--- src/rtl/ps2_keycode_rx_if.sv ---
// PS/2 keyboard front end: output bundle of keycode and raw-byte results.
// master drives it (receiver), slave consumes it (game FSM).
interface ps2_keycode_rx_if;
  logic [7:0] keycode;
  logic       key_event;
  logic [7:0] raw_byte;
  logic       raw_valid;
  logic       frame_err;

  modport master (
    output keycode,
    output key_event,
    output raw_byte,
    output raw_valid,
    output frame_err
  );

  modport slave (
    input keycode,
    input key_event,
    input raw_byte,
    input raw_valid,
    input frame_err
  );
endinterface

--- src/rtl/ps2_keycode_rx.sv ---
// PS/2 set-2 receiver, make/break tracking and HID translation.
// Optional macro PS2_ARROW_EN: extended arrow keys alias W/A/S/D.
module ps2_keycode_rx #(
  parameter int FILTER_LEN  = 8,
  parameter int TIMEOUT_CYC = 50000
) (
  input  logic Clk,
  input  logic Reset_n,
  input  logic PS2_CLK,
  input  logic PS2_DAT,
  ps2_keycode_rx_if.master kb
);

  localparam int FW = $clog2(FILTER_LEN + 1);
  localparam int TW = $clog2(TIMEOUT_CYC + 1);
  localparam logic [FW-1:0] FLIM = FW'(FILTER_LEN - 1);
  localparam logic [TW-1:0] TLIM = TW'(TIMEOUT_CYC - 1);

  typedef enum logic [1:0] {
    IDLE,
    DATA,
    PARITY,
    STOP
  } state_t;

  logic          clk_s1_q, clk_s2_q;
  logic          dat_s1_q, dat_s2_q;
  logic          filt_q, filt_d;
  logic [FW-1:0] fcnt_q, fcnt_d;
  logic          fall;

  state_t        state_q, state_d;
  logic [2:0]    bitcnt_q, bitcnt_d;
  logic [7:0]    shift_q, shift_d;
  logic          par_q, par_d;
  logic [TW-1:0] tmo_q, tmo_d;
  logic [7:0]    byte_q, byte_d;
  logic          rv_q, rv_d;
  logic          err_q, err_d;

  logic          brk_q, brk_d;
  logic          ext_q, ext_d;
  logic [7:0]    kc_q, kc_d;
  logic          ev_q, ev_d;
  logic [7:0]    hid;

  function automatic logic [7:0] hid_map(
    input logic [7:0] b,
    input logic       e
  );
    hid_map = 8'h00;
    if (!e) begin
      case (b)
        8'h1D:   hid_map = 8'h1A;
        8'h1C:   hid_map = 8'h04;
        8'h1B:   hid_map = 8'h16;
        8'h23:   hid_map = 8'h07;
        8'h5A:   hid_map = 8'h28;
        8'h76:   hid_map = 8'h29;
        default: hid_map = 8'h00;
      endcase
    end else begin
`ifdef PS2_ARROW_EN
      case (b)
        8'h75:   hid_map = 8'h1A;
        8'h72:   hid_map = 8'h16;
        8'h6B:   hid_map = 8'h04;
        8'h74:   hid_map = 8'h07;
        default: hid_map = 8'h00;
      endcase
`else
      hid_map = 8'h00;
`endif
    end
  endfunction

  // Two-flop synchronizers; idle bus level is high.
  always_ff @(posedge Clk or negedge Reset_n) begin
    if (!Reset_n) begin
      clk_s1_q <= 1'b1;
      clk_s2_q <= 1'b1;
      dat_s1_q <= 1'b1;
      dat_s2_q <= 1'b1;
    end else begin
      clk_s1_q <= PS2_CLK;
      clk_s2_q <= clk_s1_q;
      dat_s1_q <= PS2_DAT;
      dat_s2_q <= dat_s1_q;
    end
  end

  // Glitch filter: toggle only after FILTER_LEN differing samples in a row.
  always_comb begin
    filt_d = filt_q;
    fcnt_d = '0;
    fall   = 1'b0;
    if (clk_s2_q != filt_q) begin
      if (fcnt_q == FLIM) begin
        filt_d = clk_s2_q;
        fall   = filt_q;
      end else begin
        fcnt_d = fcnt_q + 1'b1;
      end
    end
  end

  // Filter state register.
  always_ff @(posedge Clk or negedge Reset_n) begin
    if (!Reset_n) begin
      filt_q <= 1'b1;
      fcnt_q <= '0;
    end else begin
      filt_q <= filt_d;
      fcnt_q <= fcnt_d;
    end
  end

  // Frame FSM next state: bits advance on filtered falls, watchdog aborts.
  always_comb begin
    state_d  = state_q;
    bitcnt_d = bitcnt_q;
    shift_d  = shift_q;
    par_d    = par_q;
    tmo_d    = '0;
    byte_d   = byte_q;
    rv_d     = 1'b0;
    err_d    = 1'b0;
    if (fall) begin
      unique case (state_q)
        IDLE: begin
          if (!dat_s2_q) begin
            state_d  = DATA;
            bitcnt_d = 3'd0;
          end else begin
            err_d = 1'b1;
          end
        end
        DATA: begin
          shift_d  = {dat_s2_q, shift_q[7:1]};
          bitcnt_d = bitcnt_q + 3'd1;
          if (bitcnt_q == 3'd7) state_d = PARITY;
        end
        PARITY: begin
          par_d   = dat_s2_q;
          state_d = STOP;
        end
        STOP: begin
          state_d = IDLE;
          if (dat_s2_q && (^{shift_q, par_q})) begin
            rv_d   = 1'b1;
            byte_d = shift_q;
          end else begin
            err_d = 1'b1;
          end
        end
        default: state_d = IDLE;
      endcase
    end else if (state_q != IDLE) begin
      if (tmo_q == TLIM) begin
        state_d = IDLE;
        err_d   = 1'b1;
      end else begin
        tmo_d = tmo_q + 1'b1;
      end
    end
  end

  // Frame FSM registers and result pulses.
  always_ff @(posedge Clk or negedge Reset_n) begin
    if (!Reset_n) begin
      state_q  <= IDLE;
      bitcnt_q <= 3'd0;
      shift_q  <= 8'h00;
      par_q    <= 1'b0;
      tmo_q    <= '0;
      byte_q   <= 8'h00;
      rv_q     <= 1'b0;
      err_q    <= 1'b0;
    end else begin
      state_q  <= state_d;
      bitcnt_q <= bitcnt_d;
      shift_q  <= shift_d;
      par_q    <= par_d;
      tmo_q    <= tmo_d;
      byte_q   <= byte_d;
      rv_q     <= rv_d;
      err_q    <= err_d;
    end
  end

  assign hid = hid_map(byte_q, ext_q);

  // Prefix tracking and held-key decode, one cycle after raw_valid.
  always_comb begin
    brk_d = brk_q;
    ext_d = ext_q;
    kc_d  = kc_q;
    ev_d  = 1'b0;
    if (err_q) begin
      brk_d = 1'b0;
      ext_d = 1'b0;
    end else if (rv_q) begin
      unique case (1'b1)
        (byte_q == 8'hF0): brk_d = 1'b1;
        (byte_q == 8'hE0): ext_d = 1'b1;
        default: begin
          brk_d = 1'b0;
          ext_d = 1'b0;
          if (hid != 8'h00) begin
            if (!brk_q && hid != kc_q) begin
              kc_d = hid;
              ev_d = 1'b1;
            end else if (brk_q && hid == kc_q) begin
              kc_d = 8'h00;
              ev_d = 1'b1;
            end
          end
        end
      endcase
    end
  end

  // Decode registers.
  always_ff @(posedge Clk or negedge Reset_n) begin
    if (!Reset_n) begin
      brk_q <= 1'b0;
      ext_q <= 1'b0;
      kc_q  <= 8'h00;
      ev_q  <= 1'b0;
    end else begin
      brk_q <= brk_d;
      ext_q <= ext_d;
      kc_q  <= kc_d;
      ev_q  <= ev_d;
    end
  end

  assign kb.keycode   = kc_q;
  assign kb.key_event = ev_q;
  assign kb.raw_byte  = byte_q;
  assign kb.raw_valid = rv_q;
  assign kb.frame_err = err_q;

endmodule

--- src/flat_wrapper.sv ---
// flat-port wrapper written by rule: the top's interface ports become plain ports
module ps2_keycode_rx_flat 
#(
  parameter int FILTER_LEN  = 8,
  parameter int TIMEOUT_CYC = 50000
)
  (Clk, Reset_n, PS2_CLK, PS2_DAT, kb_keycode, kb_key_event, kb_raw_byte, kb_raw_valid, kb_frame_err);
  ps2_keycode_rx_if kb_i ();
  input  logic Clk;
  input  logic Reset_n;
  input  logic PS2_CLK;
  input  logic PS2_DAT;
  output wire logic [$bits(kb_i.keycode)-1:0] kb_keycode;
  output wire logic [$bits(kb_i.key_event)-1:0] kb_key_event;
  output wire logic [$bits(kb_i.raw_byte)-1:0] kb_raw_byte;
  output wire logic [$bits(kb_i.raw_valid)-1:0] kb_raw_valid;
  output wire logic [$bits(kb_i.frame_err)-1:0] kb_frame_err;
  assign kb_keycode = kb_i.keycode;
  assign kb_key_event = kb_i.key_event;
  assign kb_raw_byte = kb_i.raw_byte;
  assign kb_raw_valid = kb_i.raw_valid;
  assign kb_frame_err = kb_i.frame_err;
  ps2_keycode_rx #(.FILTER_LEN(FILTER_LEN), .TIMEOUT_CYC(TIMEOUT_CYC)) u_core (.Clk(Clk), .Reset_n(Reset_n), .PS2_CLK(PS2_CLK), .PS2_DAT(PS2_DAT), .kb(kb_i));
endmodule
--- config.mk ---
export PLATFORM = sky130hd
export DESIGN_NAME = ps2_keycode_rx_flat
export DESIGN_NICKNAME = d
export VERILOG_FILES = /design/src/rtl/ps2_keycode_rx_if.sv /design/src/rtl/ps2_keycode_rx.sv /design/src/flat_wrapper.sv
export SDC_FILE = /design/constraint.sdc
export NUM_CORES = 1
export LEC_CHECK = 0
export ABC_AREA = 0
export BUFFER_PORTS_ARGS = -buffer_cell sky130_fd_sc_hd__buf_2
export CAP_MARGIN = 5
export CORE_MARGIN = 2
export CORE_UTILIZATION = 53
export DETAILED_ROUTE_END_ITERATION = 7
export PLACE_DENSITY = 0.81
export SLEW_MARGIN = 30
export SYNTH_ARGS = -nofsm -noshare
export SYNTH_HDL_FRONTEND = slang
export SYNTH_SLANG_ARGS = --single-unit
--- constraint.sdc ---
create_clock -name Clk -period 3.7 [get_ports Clk]
set_clock_uncertainty 0.05 [all_clocks]
set_input_delay 0 -clock Clk [delete_from_list [all_inputs] [get_ports Clk]]
set_output_delay 0 -clock Clk [all_outputs]
set_load 0.01 [all_outputs]
== Word-level counts from Yosys, hierarchy flattened ==
Index checks and enable logic that the tools add are counted.

* Flip-flop bits (word level): 60
* Bits of input ports: 4

* $add $sub $neg: 3
* Equal/unequal tests: 22
* Multiplexer cells: 40
* Bitwise gates (word level): 2
* Reductions and logical operators: 23

{| class="wikitable"
|+ Operators by type and width
! operator !! count
|-
| $mux W16 || 3
|-
| $pmux W6 S6 || 1
|-
| $eq A8 B5 Y1 const B || 3
|-
| $mux W1 || 20
|-
| $add A16 B1 Y16 const B || 1
|-
| $eq A16 B16 Y1 const B || 1
|-
| $eq A8 B7 Y1 const B || 2
|-
| $eq A8 B8 Y1 const B || 2
|-
| $mux W8 || 2
|-
| $reduce_bool A2 Y1 || 6
|-
| $mux W2 || 5
|-
| $reduce_and A2 Y1 || 5
|-
| $reduce_xor A9 Y1 || 1
|-
| $eq A6 B8 Y1 || 1
|-
| $eq A8 B6 Y1 const B || 1
|-
| $mux W4 || 2
|-
| $ne A6 B8 Y1 || 1
|-
| $pmux W2 S4 || 1
|-
| $reduce_bool A8 Y1 || 1
|-
| $mux W6 || 1
|-
| $ne A3 B3 Y1 const B || 2
|-
| $pmux W1 S2 || 3
|-
| $pmux W3 S2 || 1
|-
| $reduce_and A3 Y1 || 2
|-
| other kinds (17) || 22
|}

== Depth between registers and ports, before layout ==
Gate-level depths: netlist of run 1.

* Word-level depth: 11
* Mapped depth: 11
* Mapped depth without buffers: 9

== Worst setup path after synthesis of run 1 ==
Ideal clock, no wire load.

* Path kind: reg2reg
* Start point: register u_core.byte_q[7], in the netlist u_core.kb.raw_byte[7]
* End point: register u_core.kc_q[4], in the netlist u_core.kb.keycode[4]
* Setup time: 127 ps
* Arrival: 3052 ps
* Path slack: 470 ps
* Stages on the path, launching flop included: 11
* Path buffers: 1
* Cells stage by stage: dfrtp_1 or3_4 or4_4 and3_1 o32ai_1 nand4_1 ha_1 nor3_1 o21a_2 buf_6 mux2_1

* Word-level cells in the longest chain between the ends: 7
* Elaborated cells on any way between the ends: 20
* Classes of those cells: eq/ne: 10; mux: 3; bitwise: 1; reduce/logical: 6

{| class="wikitable"
|+ RTL lines
! what !! line !! source
|-
| start, declared || ps2_keycode_rx.sv:37 || <nowiki>logic [7:0] byte_q, byte_d;</nowiki>
|-
| start signal, assigned || ps2_keycode_rx.sv:185 || <nowiki>byte_q <= byte_d;</nowiki>
|-
| $eq A8 B7 Y1 (tied with other cells) || ps2_keycode_rx.sv:53 || <nowiki>case (b)</nowiki>
|-
| $pmux W6 S6 || ps2_keycode_rx.sv:53 ||
|-
| $mux W6 || ps2_keycode_rx.sv:52 || <nowiki>if (!e) begin</nowiki>
|-
| $eq A6 B8 Y1 / $ne A6 B8 Y1 (equally long branches) || ps2_keycode_rx.sv:213, ps2_keycode_rx.sv:210 ||
|-
| $logic_and A1 B1 Y1, on equally long branches || ps2_keycode_rx.sv:213, ps2_keycode_rx.sv:210 ||
|-
| $reduce_bool A2 Y1 (no source line) || - ||
|-
| $reduce_and A5 Y1 (no source line) || - ||
|-
| end signal, assigned || ps2_keycode_rx.sv:233 || <nowiki>kc_q <= kc_d;</nowiki>
|-
| end, declared || ps2_keycode_rx.sv:43 || <nowiki>logic [7:0] kc_q, kc_d;</nowiki>
|}

Parallel ways exist; a longest one is shown, timed or not.
A chain may end at the register's enable or synchronous reset.

== Worst setup path after layout of run 1 ==
Same ends and word-level chain as after synthesis.

==> run_results.csv, run 1 <==
group,metric,value,unit
run_status,status,"finished clean",
drt,via_per_inst,5.60,
floorplan,die_x,77.9,µm
global_route,grt_max_degree,37,
timing,rsz0062_at_grt,"no",
worst_setup_path,cp_cell_sequence,"or3_4 > or4_4 > and3_1 > o32ai_1 > nand4_1 > ha_1 > nor3_1 > o21a_2 > mux2_1",
timing,period_share,0.938,
worst_setup_path,worstSetupStartpoint,"u_core.kb.raw_byte[7]",
drt,drtIter0Drc,84,
layout,num-nets-final,304,
timing,drv_slew,0,
layout,final_core_util,0.638,
clock_tree,post_cts_buffers,0,
logic_synthesis,synth_xor_area_frac,0.0864,
worst_setup_path,cp.depth,9,
logic_synthesis,yosys_register_bits,58,
worst_setup_path,crit_fanout,7,
worst_setup_path,endpoint,"u_core.kb.keycode[4]",
clock_tree,clock_latency,340,ps
logic_synthesis,yosysWarnings,0,
floorplan,die-area,6070,µm²
worst_setup_path,max_stage_delay,550,ps
worst_setup_path,worst-path-buf-inv,0,
logic_synthesis,ys.flop_type,"dfrtp_1",
floorplan,rows,26,
layout,n_antenna_cell,0,
logic_synthesis,synthMuxAreaShare,0.0877,
timing,worstMarginPinSlew,801,ps
clock_tree,cts_num_sinks,58,
logic_synthesis,synthAdderAreaFrac,0.0389,
worst_setup_path,path_class,"reg2reg",
logic_synthesis,synth_top_family_by_area,"simple AND/OR/NAND/NOR gates",
logic_synthesis,syn_inst,261,
floorplan,initial_core_util,0.557,
layout,seq_area,1460,µm²
timing,finalCriticalPeriod,3470,ps
placement,hpwl,3780,µm
logic_synthesis,synth_edf_count,0,
floorplan,core-area,5200,µm²
layout,fillCellCount,399,
clock_tree,cts_tree,"built",
worst_setup_path,cp-end-kind,"flop",
global_route,overflow,0,
job,maxCapViolations,0,
clock_tree,root_buffer,"clkbuf_8",
drt,wirelength,5410,µm
logic_synthesis,syn_area,2900,µm²
timing,setup_tns,0,ps
drt,drc,0,
clock_tree,htree_levels,3,
global_route,track_usage,0.199,
worst_setup_path,r2r_end,"u_core.kb.keycode[4]",
timing,finalSetupViolations,0,
clock_tree,ctsLongestPathBuffers,2,
hold_path,holdCritPathClass,"in2async",
logic_synthesis,async_flop_share,1.00,
timing,hold_violations,0,
layout,area_delta_synth_final,14.6,%
worst_setup_path,r2r-start,"u_core.kb.raw_byte[7]",
timing,fmax,288,MHz
layout,multiInputGateArea,1360,µm²
global_route,grt_first_pass_wirelength,9310,µm
worst_setup_path,ff2ff_setup_slack,230,ps
drt,antenna_left,0,
worst_setup_path,worstPathRequired,3870,ps
clock_tree,cts_buffers,9,
power_and_ir_drop,power_density,414,nW/µm²
logic_synthesis,synth_compound_area_frac,0.0717,
worst_setup_path,rr_worst_depth,9,
floorplan,pin_count,23,
power_and_ir_drop,max-vdd-ir-drop,0.407,mV
worst_setup_path,crit_arrival,3640,ps
power_and_ir_drop,cellLeakagePower,1.53,nW
timing,maxSlewHeadroom,0.463,
global_route,grt_pass1_vias,2024,
worst_setup_path,setup.worst_path.start_class,"flop",
worst_setup_path,critPathSlowestCell,"or4_4",
logic_synthesis,avgSynthCellArea,11.1,µm²
drt,drtPass1Iterations,4,
placement,place.gp.congestion,0.909,
layout,drive_gt1_frac,0.193,
logic_synthesis,yosysSeqAreaShare,0.503,
drt,wl_per_cell,14.8,µm
clock_tree,cts.reportedPaths.clkPinSlew,70,ps
global_route,antenna_found_initial,0,
floorplan,die-height,77.9,µm
drt,vias,2050,
placement,port_buffers,20,
logic_synthesis,synth-simple-area-share,0.179,
logic_synthesis,synth_cell_types,52,
worst_setup_path,crit_family,"simple AND/OR/NAND/NOR gates",
## timing repair
action,CTS,global route
gates resized for setup,0,1
endpoints found under the setup margin,0,1
hold endpoints to repair,24,0
hold buffers,3,0
## cells by family (layout without fill, tap and decap cells)
kind of cell / after synthesis / in the layout
compound gates: 26 / 26
xor+xnor: 27 / 27
other cells: 1 / 2
mux: 23 / 23
simple gates: 97 / 97
buf+inv: 20 / 54
fa+ha+maj: 9 / 9
flops: 58 / 58
## registers in the layout, indices dropped and copies added (netlist names)
register             flops
u_core.tmo_q            16
u_core.bitcnt_q          3
u_core.fcnt_q            4
u_core.dat_s1_q          1
u_core.ext_q             1
u_core.filt_q            1
u_core.clk_s2_q          1
u_core.dat_s2_q          1
u_core.kb.frame_err      1
u_core.kb.keycode        6
u_core.kb.raw_valid      1
u_core.shift_q           8
u_core.state_q           2
u_core.par_q             1
u_core.kb.key_event      1
u_core.clk_s1_q          1
u_core.kb.raw_byte       8
u_core.brk_q             1
## placed cells by master, fill, tap and decap left out, drive strengths merged, types with 2 or more instances in the layout
cell	instances
o21a	2
and3	4
nand4	4
dlygate4sd3	3
or3	4
a2111oi	2
nor3	8
buf	21
or4b	3
xor2	9
mux2	19
a32o	2
o21ai	5
dfstp	5
dfrtp	53
inv	14
nand3	10
bufinv	2
xnor2	17
nor2	29
nand3b	6
conb	2
a22o	2
nand2	14
nor4	2
clkbuf	12
ha	9
a21oi	4
clkinvlp	2
nand2b	6
mux2i	4
## worst min-delay path by stage
stage	from	end	slack (ps)
global route	Reset_n	u_core.kb.raw_byte[1]	160
detailed placement	Reset_n	u_core.kb.raw_byte[3]	-60
CTS	Reset_n	u_core.shift_q[2]	110
finish	Reset_n	u_core.kb.raw_byte[3]	110
global placement	Reset_n	u_core.kb.raw_byte[1]	-60
floorplan	Reset_n	u_core.bitcnt_q[0]	-350
## worst register-to-register path: stages (launching register included)
cell and delay, ps:
dfrtp_1 480, or3_4 420, or4_4 550, and3_1 190, o32ai_1 270, nand4_1 130, ha_1 290, nor3_1 340
o21a_2 310, mux2_1 330
## cell type report
cell class | instances | share of cell area
clock buffers | 12 | 0.0437
repair buffers | 24 | 0.0415
well taps | 70 | 0.0264
clock inverters | 4 | 0.0226
flip-flops and latches | 58 | 0.439
inverters | 14 | 0.0158
multi-input cells | 184 | 0.411
## power breakdown
part / internal (W) / switching [W] / total [W]
combinational: 0.0000261 / 0.0000336 / 0.0000597
sequential: 0.000659 / 0.0000150 / 0.000674
clock: 0.000398 / 0.000243 / 0.000641
## cells in the mapped netlist (all sizes together), types with 6 or more instances
master | count | area share
dfrtp | 53 | 0.46
ha | 9 | 0.039
inv | 14 | 0.018
mux2 | 19 | 0.074
nand2 | 14 | 0.018
nand2b | 6 | 0.013
nand3 | 10 | 0.017
nand3b | 6 | 0.016
nor2 | 29 | 0.038
nor3 | 8 | 0.014
xnor2 | 17 | 0.051
xor2 | 9 | 0.027
## per-layer routing
metal,GRT usage,part of all wire,vias to the layer above,wire (µm)
met2,0.336,0.52,44,2790
li1,-,-,970,-
met1,0.224,0.42,1023,2280
met3,0.0535,0.040,13,215
met4,0.119,0.023,0,127
met5,0,0,-,0
## through the flow
stage                     setup slack, ps  cells  hold slack (ps)  cell area (µm²)  power, W
after floorplan                       470    262             -346             2900  0.000721
after global placement                434    347            -61.6             3060  0.000741
after detailed placement              301    347            -56.2             3060  0.000744
after CTS                             233    366              114             3310   0.00139
after global routing                  107    366              161             3320   0.00143
final                                 230    366              110             3320   0.00138
No activity file was read; power rests on OpenSTA's default activity.
==> run 2: changes to the inputs <==
ABC_AREA = 1   (was 0)
PLACE_DENSITY = 0.8   (was 0.81)
==> run 2 against run 1 <==
Net effect: the flow now finishes with violations (design-rule violations); largest cell class is now multi-input combinational cells; critical endpoint unchanged; via count is 34% higher; synthesized cell count is 60% higher; clock power is 19% lower; sequential power hardly changed; design area is 9.5% higher; critical path depth is 8 higher; largest power group unchanged; sequential share of layout area is 3.8 points lower; cell count is 44% higher; highest routed layer unchanged; clock-buffer cell count is 3 lower.
==> run_results.csv, run 2 <==
group,metric,value,unit
run_status,status,"finished, violations left",
run_status,violations,"design-rule violations",
power_and_ir_drop,switching_share,0.265,
worst_setup_path,crit_family,"simple AND/OR/NAND/NOR gates",
floorplan,initial_core_util,0.549,
placement,hpwl,4510,µm
worst_setup_path,crit_fanout,12,
power_and_ir_drop,power.total,0.00126,W
layout,drive_gt1_frac,0.153,
clock_tree,cts_buffers,9,
logic_synthesis,async_flop_share,1.00,
logic_synthesis,synth_cell_types,39,
global_route,grt_first_pass_wirelength,10500,µm
logic_synthesis,yosysWarnings,0,
timing,hold_violations,0,
clock_tree,cts_resized,0,
worst_setup_path,max_stage_delay,410,ps
timing,period_share,0.722,
logic_synthesis,synthTopCellsByArea,"dfrtp_1, nand2_1, inv_1",
global_route,antenna_found_initial,0,
placement,place.gp.congestion,0.798,
power_and_ir_drop,internal_power,0.000929,W
timing,setup_tns,0,ps
layout,final_cell_mix,"nand2_1, dfrtp_1, inv_1, nor2_1, nand3_1",
logic_synthesis,ys_top_cells_by_count,"nand2_1, dfrtp_1, inv_1, nor2_1, nand3_1",
drt,drtIter0Drc,184,
worst_setup_path,crit_arrival,2850,ps
layout,final_area,3630,µm²
worst_setup_path,path_class,"reg2reg",
power_and_ir_drop,pwr-share-clk,0.413,
worst_setup_path,worst-path-buf-inv,2,
floorplan,core-area,5960,µm²
layout,num-nets-final,459,
worst_setup_path,cp_cell_sequence,"inv_1 > nand2_1 > nor2_1 > nand3_1 > nand2_1 > nor2_1 > nand2_1 > nand2_1 > nor2_1 > nand3_1 > ha_1 > nor3_1 > nand3_1 > inv_1 > nand2_2 > nand2_1 > o21ai_2",
floorplan,rows,28,
global_route,track_usage,0.201,
logic_synthesis,avgSynthCellArea,7.83,µm²
timing,maxSlewHeadroom,0.661,
timing,rsz0062_at_grt,"no",
layout,largest_reg_flops,16,
logic_synthesis,synth_most_common_cell,"nand2_1",
layout,final_core_util,0.610,
drt,wirelength,6130,µm
timing,finalCriticalPeriod,2670,ps
worst_setup_path,setup.worst_path.start_class,"flop",
power_and_ir_drop,cellLeakagePower,1.82,nW
drt,drc,1,
clock_tree,cts_num_sinks,58,
clock_tree,cts.reportedPaths.clkPinSlew,80,ps
clock_tree,cts_tree,"built",
worst_setup_path,cp-end-kind,"flop",
global_route,overflow,0,
timing,fmax,374,MHz
power_and_ir_drop,power_density,348,nW/µm²
timing,worstMarginPinSlew,509,ps
worst_setup_path,cp_common_cell,"nand2_1",
clock_tree,root_buffer,"clkbuf_8",
hold_path,holdCritPathClass,"in2async",
power_and_ir_drop,seqPwrFrac,0.535,
global_route,grt_pass1_vias,2561,
drt,wl_per_cell,11.6,µm
layout,final_common_cell,"nand2_1",
placement,dpl_cell_area,3430,µm²
worst_setup_path,ff2ff_setup_slack,1030,ps
floorplan,pin_count,23,
logic_synthesis,syn_inst,417,
clock_tree,post_cts_buffers,0,
drt,vias,2738,
timing,drv_slew,0,
job,maxCapViolations,0,
layout,regMostFlops,"u_core.tmo_q",
logic_synthesis,ys.flop_type,"dfrtp_1",
clock_tree,postCtsHoldBufs,3,
power_and_ir_drop,power_frac_comb,0.052,
placement,port_buffers,20,
logic_synthesis,synth_top_area_frac,0.406,
logic_synthesis,synth_edf_count,0,
clock_tree,clock_latency,350,ps
layout,fillCellCount,517,
power_and_ir_drop,p_switching,0.000336,W
logic_synthesis,yosysSeqAreaShare,0.446,
logic_synthesis,yosys_register_bits,58,
clock_tree,ctsLongestPathBuffers,2,
clock_tree,htree_levels,3,
worst_setup_path,critPathSlowestCell,"dfrtp_1",
worst_setup_path,worstPathRequired,3880,ps
logic_synthesis,synth_top_cell_by_area,"dfrtp_1",
drt,via_per_inst,5.21,
floorplan,die-area,6810,µm²
global_route,grt_max_degree,38,
drt,drtPass1Iterations,6,
floorplan,die_x,82.5,µm
floorplan,die-height,82.5,µm
drt,antenna_left,0,
timing,finalSetupViolations,0,
layout,n_antenna_cell,0,
timing,fin_hold_ws,104,ps
logic_synthesis,syn_area,3270,µm²
layout,area_delta_synth_final,11.2,%
power_and_ir_drop,max-vdd-ir-drop,0.206,mV
## run 2: power by group through the flow
stage,Sequential (W),Combinational [W],Clock (W)
6_report,0.000676,0.0000661,0.000522
2_1_floorplan,0.000684,0.0000457,0
3_5_place_dp,0.000689,0.0000634,0
4_1_cts,0.000677,0.0000685,0.000536
5_1_grt,0.000679,0.0000774,0.000555
3_3_place_gp,0.000688,0.0000624,0
## run 2: kinds of logic after synthesis
| logic type | count (synthesis) | synth area share |
|---|---|---|
| AO/OA/AOI/OAI | 32 | 0.0620 |
| XOR/XNOR | 15 | 0.0425 |
| adder cells (fa/ha/maj) | 9 | 0.0345 |
| buffers and inverters | 58 | 0.0735 |
| flip-flops | 58 | 0.446 |
| multiplexers | 2 | 0.00651 |
| other | 1 | 0.00115 |
| AND/OR/NAND/NOR | 242 | 0.334 |
## run 2: worst paths after layout
check / startpoint / to / cells past startpoint
worst max-delay path: u_core.kb.raw_byte[5] / u_core.kb.keycode[4] / 17
worst min-delay path: Reset_n / u_core.kb.keycode[3] / 2
worst max register to register: u_core.kb.raw_byte[5] / u_core.kb.keycode[4] / 17
worst min register to register: u_core.clk_s1_q / u_core.clk_s2_q / 0
max in group asynchronous: Reset_n / u_core.dat_s1_q / 3
min in group Clk: PS2_DAT / u_core.dat_s1_q / 2
## run 2: per-stage QoR
stage | setup slack (ps) | cells
final | 1030 | 526
after global routing | 755 | 526
after CTS | 1090 | 526
after detailed placement | 1120 | 507
after global placement | 1250 | 507
after floorplan | 1350 | 418
## run 2: cell type report
| cell class | instances | area, µm² | area share |
|---|---|---|---|
| Clock buffer | 9 | 124 | 0.0341 |
| Clock inverter | 7 | 53.8 | 0.0148 |
| Inverter | 51 | 194 | 0.0534 |
| Multi-Input combinational cell | 302 | 1570 | 0.433 |
| Sequential cell | 58 | 1460 | 0.401 |
| Tap cell | 75 | 93.8 | 0.0258 |
| Timing Repair Buffer | 24 | 138 | 0.0379 |
## run 2: metal layers
| metal | global-route usage | share of wire | wire, µm | up-vias |
|---|---|---|---|---|
| met5 | 0 | 0 | 0 | - |
| met4 | 0.110 | 0.022 | 133 | 0 |
| met3 | 0.0380 | 0.033 | 200 | 12 |
| met2 | 0.345 | 0.48 | 2950 | 50 |
| met1 | 0.235 | 0.46 | 2840 | 1286 |
| li1 | - | - | - | 1390 |
